### src/rtl/imm_extend_pipe.sv
// Pipelined immediate extender with a 2-entry skid buffer.
// Define IMM_EXTEND_CNT_EN to add the 16-bit transfer counter output.
module imm_extend_pipe #(
  parameter int IN_W  = 16,
  parameter int OUT_W = 32
) (
  input  logic             clk_i,
  input  logic             rst_i,
  input  logic             valid_i,
  output logic             ready_o,
  input  logic [IN_W-1:0]  data_i,
  input  logic [1:0]       mode_i,
  output logic             valid_o,
  input  logic             ready_i,
  output logic [OUT_W-1:0] data_o
`ifdef IMM_EXTEND_CNT_EN
  ,
  output logic [15:0]      xfer_cnt_o
`endif
);

  if (IN_W < 2) begin : g_bad_in_w
    $error("imm_extend_pipe: IN_W must be >= 2");
  end

  if (OUT_W < IN_W + 2) begin : g_bad_out_w
    $error("imm_extend_pipe: OUT_W must be >= IN_W + 2");
  end

  localparam int PAD_W = OUT_W - IN_W;

  localparam logic [1:0] MODE_SIGN   = 2'b00;
  localparam logic [1:0] MODE_ZERO   = 2'b01;
  localparam logic [1:0] MODE_UPPER  = 2'b10;
  localparam logic [1:0] MODE_BRANCH = 2'b11;

  localparam logic [1:0] ST_EMPTY = 2'd0;
  localparam logic [1:0] ST_ONE   = 2'd1;
  localparam logic [1:0] ST_FULL  = 2'd2;

  logic [OUT_W-1:0] sext;
  logic [OUT_W-1:0] zext;
  logic [OUT_W-1:0] uext;
  logic [OUT_W-1:0] bext;
  logic [OUT_W-1:0] ext;

  logic [1:0]       state_q;
  logic [1:0]       state_d;
  logic [OUT_W-1:0] main_q;
  logic [OUT_W-1:0] main_d;
  logic [OUT_W-1:0] skid_q;
  logic [OUT_W-1:0] skid_d;
  logic             valid_q;
  logic             valid_d;
  logic             ready_q;
  logic             ready_d;

  logic             accept;
  logic             xfer;

  // Build every extension form, then pick one by mode
  always_comb begin
    sext = {{PAD_W{data_i[IN_W-1]}}, data_i};
    zext = {{PAD_W{1'b0}}, data_i};
    uext = {data_i, {PAD_W{1'b0}}};
    bext = {sext[OUT_W-3:0], 2'b00};
    ext  = sext;
    unique case (mode_i)
      MODE_SIGN:   ext = sext;
      MODE_ZERO:   ext = zext;
      MODE_UPPER:  ext = uext;
      MODE_BRANCH: ext = bext;
      default:     ext = sext;
    endcase
  end

  assign accept = valid_i & ready_q;
  assign xfer   = valid_q & ready_i;

  // Skid-buffer occupancy and data movement
  always_comb begin
    state_d = state_q;
    main_d  = main_q;
    skid_d  = skid_q;
    unique case (state_q)
      ST_EMPTY: begin
        if (accept) begin
          main_d  = ext;
          state_d = ST_ONE;
        end
      end
      ST_ONE: begin
        if (accept && !xfer) begin
          skid_d  = ext;
          state_d = ST_FULL;
        end else if (accept && xfer) begin
          main_d  = ext;
        end else if (xfer) begin
          state_d = ST_EMPTY;
        end
      end
      ST_FULL: begin
        if (xfer) begin
          main_d  = skid_q;
          state_d = ST_ONE;
        end
      end
      default: begin
        state_d = ST_EMPTY;
      end
    endcase
    valid_d = (state_d != ST_EMPTY);
    ready_d = (state_d != ST_FULL);
  end

  // State and handshake registers; reset drops buffered items
  always_ff @(posedge clk_i) begin
    if (rst_i) begin
      state_q <= ST_EMPTY;
      main_q  <= '0;
      skid_q  <= '0;
      valid_q <= 1'b0;
      ready_q <= 1'b1;
    end else begin
      state_q <= state_d;
      main_q  <= main_d;
      skid_q  <= skid_d;
      valid_q <= valid_d;
      ready_q <= ready_d;
    end
  end

  assign valid_o = valid_q;
  assign ready_o = ready_q;
  assign data_o  = main_q;

`ifdef IMM_EXTEND_CNT_EN
  logic [15:0] cnt_q;
  logic [15:0] cnt_d;

  // Transfer count, wrapping naturally at 16 bits
  always_comb begin
    cnt_d = cnt_q;
    if (xfer) begin
      cnt_d = cnt_q + 16'd1;
    end
  end

  // Counter register
  always_ff @(posedge clk_i) begin
    if (rst_i) begin
      cnt_q <= '0;
    end else begin
      cnt_q <= cnt_d;
    end
  end

  assign xfer_cnt_o = cnt_q;
`endif

endmodule

### config.mk
export PLATFORM = sky130hd
export DESIGN_NAME = imm_extend_pipe
export DESIGN_NICKNAME = d
export VERILOG_FILES = /design/src/rtl/imm_extend_pipe.sv
export SDC_FILE = /design/constraint.sdc
export NUM_CORES = 1
export LEC_CHECK = 0
export CAP_MARGIN = 20
export CORE_ASPECT_RATIO = 1.2
export CORE_MARGIN = 5
export CORE_UTILIZATION = 56
export CTS_BUF_LIST = sky130_fd_sc_hd__clkbuf_4
export DETAILED_ROUTE_END_ITERATION = 10
export GPL_TIMING_DRIVEN = 1
export PLACE_DENSITY = 0.83
export SLEW_MARGIN = 20
export SYNTH_ARGS = -nofsm -noshare
export SYNTH_HDL_FRONTEND = slang
export SYNTH_SLANG_ARGS = --single-unit
export TNS_END_PERCENT = 20
### constraint.sdc
create_clock -name clk_i -period 1.63 [get_ports clk_i]
set_input_delay 0.326 -clock clk_i [delete_from_list [all_inputs] [get_ports clk_i]]
set_output_delay 0.326 -clock clk_i [all_outputs]
set_load 0.01 [all_outputs]
==> reports/results.ini <==
[sta]
max_slew_margin = 0.744
drv_slew = 0
maximum_clock_skew_at_final_layout_ns = 0.0202
report.final.hold_viol_count = 0
fin_crit_sh = 0.961
maxClockFrequency_ghz = 0.638
fin_tns_setup_ns = 0
grt_setup_unrepaired = true
finalHoldWorstSlack_ns = 0.187
period_needed_ns = 1.57
postLayoutSetupSlackWorst_ns = 0.0632
slew_at_the_pin_closest_to_its_max_slew_limit_ns = 0.380
number_of_failing_setup_endpoints_in_the_final_timing_report = 0

[die]
io_pins = 56
die_area_um2 = 8040
core-area_um2 = 6090
width_of_the_chip_um = 82.7
die_h_um = 97.2
starting_density_of_the_core = 0.583
number_of_core_rows = 31

[detailed_routing]
drtAntennaViolNets = 0
met1_length_mm = 4.07
routed-via-count = 3537
drt_first_pass_iters = 5
first_iter_violations = 277
post_drt_via_cell_ratio = 6.21
detailroute.wirelength.met2_mm = 5.00
postRouteWirelength_mm = 9.99
drc = 0
drt-wirelength-per-cell_um = 17.5
highest-signal-layer = met4
route.met3.wl_um = 650

[cts]
cts.hold.buffers_added = 0
cts.htree.levels = 3
clock_insertion_delay_at_the_later_pin_of_the_skew_report_ns = 0.43
cts_tree = yes
clockBufferDepth = 2
post-cts-setup-buffers = 0
numCtsBuffers = 9
clkSlewWorstSetupHoldPaths_ns = 0.12
cts_root_buffer = clkbuf_4
clk_sinks = 68

[cells_and_area]
multiInputGateArea_um2 = 1890
diodes_inserted = 0
postLayoutCoreUtil = 0.740
layout.filler_cells = 499
area.growth.synth_to_final_pct = 27.1
area.sequential_um2 = 1360
fin_nets = 505
drive_gt1_frac = 0.207

[place]
place_ws_ns = -0.369
io_buffers = 55
detailed_place_hpwl_mm = 7.02
routabilityCongestion = 0.875

[global_routing]
pin_count_of_the_biggest_net_entering_global_routing = 46
grt_overflow_total = 0
grt_pass1_vias = 3316
grt_pass1_wl_mm = 15.8
antenna_found_initial = 0
grtUsageTotal = 0.249

[yosys]
postSynthCellCount = 408
syn_area_um2 = 3550
synthDominantAreaCellType = dfxtp_1
yosys_warnings = 0
seq_cells_post_synth = 68
netlist-cell-type-count = 44
synthMostInstantiatedCell = dfxtp_1
yosys.area.top_type_share = 0.384
postSynthNetCount = 430
most_frequent_cells_after_synthesis = 68 x dfxtp_1, 47 x a21oi_1, 35 x nor2_1
synthArstFlopShare = 0
synth_edf_count = 0
synth.avg_cell_area_um2 = 8.70
synth_seq_area_share = 0.384
synthFlopType = dfxtp_1
synth.top_cells.by_area = dfxtp_1 38%, a21oi_1 6.6%, o221ai_2 4.7%

[power]
netSwitchingPower_mw = 1.29
share_clk_of_total_power = 0.241
leakagePower_nw = 1.85
internal_power_mw = 2.67
comb_power_share = 0.282
sequentialPowerShare = 0.477
vdd_drop_max_v = 0.000636
power.share.switching = 0.326
cellPowerDensity_nw_per_um2 = 879

[critical_path]
critical_path.max_fanout = 6
critical_path_class = register to register
cp-end-kind = register
cp-start-kind = register
worst_reg2reg_path_startpoint = state_q[1]$_SDFF_PP0_
arrival_ns = 1.90
timing.reg2reg.setup_slack_ns = 0.06
reg_to_reg_endpoint = data_o[0]$_SDFFE_PP0P_
cp_data_required_time_ns = 1.96
reg2reg_depth = 6

[hold_path]
min_delay_worst_endpoint = valid_o$_SDFF_PP0_
hold_path_class = input pin to register
timing.hold.worst.start = rst_i
timing.hold.worst_path_depth = 2

[job]
drv.max_cap_violation_count = 0

[run_status]
status = finished, final reports clean

[cell usage in the layout, fill, tap and decap left out, types with 13 or more instances in the layout]
master / netlist / routed
nand2_1: 20 / 20
a211oi_1: 15 / 15
nor3_1: 13 / 13
a21oi_1: 47 / 45
a211o_1: 13 / 13
clkdlybuf4s50_1: 0 / 20
o21ai_0: 16 / 16
nor2b_1: 13 / 13
nor2_1: 35 / 35
nand3_1: 29 / 28
dfxtp_1: 68 / 66
dlygate4sd2_1: 0 / 34
buf_4: 9 / 45
[power by group through the flow]
stage	Clock, mW	Combinational (mW)	Sequential, mW
floorplan	0	0.643	1.95
CTS	0.951	1.11	1.89
finish	0.957	1.12	1.89
global route	1.02	1.21	1.90
detailed placement	0	1.16	1.93
global placement	0	1.13	1.92
[critical path, stage by stage, from the launching register on]
cell	delay, ns
dfxtp_2	0.37
and3b_2	0.25
buf_4	0.14
o21bai_2	0.15
buf_4	0.14
nand2_1	0.11
a311oi_1	0.31
[how the worst max path moves through the flow]
stage	startpoint	end	slack, ns	cells after the start
floorplan	state_q[0]$_SDFF_PP0_	data_o[18]$_SDFFE_PP0P_	0.14	5
global placement	ready_i	data_o[23]$_SDFFE_PP0P_	-0.28	6
detailed placement	mode_i[1]	data_o[22]$_SDFFE_PP0P_	-0.37	7
CTS	state_q[1]$_SDFF_PP0_	data_o[29]$_SDFFE_PP0P_	0.01	7
global route	state_q[1]$_SDFF_PP0_	data_o[31]$_SDFFE_PP0P_	-0.0004	6
finish	state_q[1]$_SDFF_PP0_	data_o[0]$_SDFFE_PP0P_	0.06	6
[flip-flops by register name, summed over array words and instances, names as in the netlist]
register,count
valid_o,1
ready_o,1
data_o,32
skid_q,32
state_q,2
[layer usage]
layer,up-vias,GRT usage
met5,-,0
met4,0,0.119
met3,29,0.0371
met2,163,0.411
met1,1690,0.310
li1,1655,-
[logic make-up (layout without fill, tap and decap cells)]
family	Yosys count	count (layout)	share of synthesized area
muxes	12	12	0.0339
buffers and inverters	52	132	0.0864
AOI/OAI and AO/OA	136	136	0.291
DFF	68	68	0.384
and+or+nand+nor	140	140	0.205
[repair_timing]
action / 4_1_cts / 5_1_grt
endpoints found under the hold margin: 0 / 0
endpoints found under the setup margin: 34 / 22
pin swaps: 0 / 0
gates resized for setup: 35 / 5
[metrics by stage]
stage | power (mW) | std cells | area (um^2)
2_1_floorplan | 2.59 | 408 | 3550
6_report | 3.97 | 570 | 4510
3_3_place_gp | 3.04 | 554 | 4420
4_1_cts | 3.95 | 570 | 4490
5_1_grt | 4.13 | 570 | 4510
3_5_place_dp | 3.08 | 554 | 4420
[cell type report]
cell class              count  area share
flip-flops and latches     68       0.302
inverters                   7     0.00583
clock inverters             5     0.00638
well taps                  82      0.0228
clock buffers              11      0.0183
multi-input cells         288       0.420
repair buffers            109       0.224
Note: power is estimated with default switching activity, not from simulation.
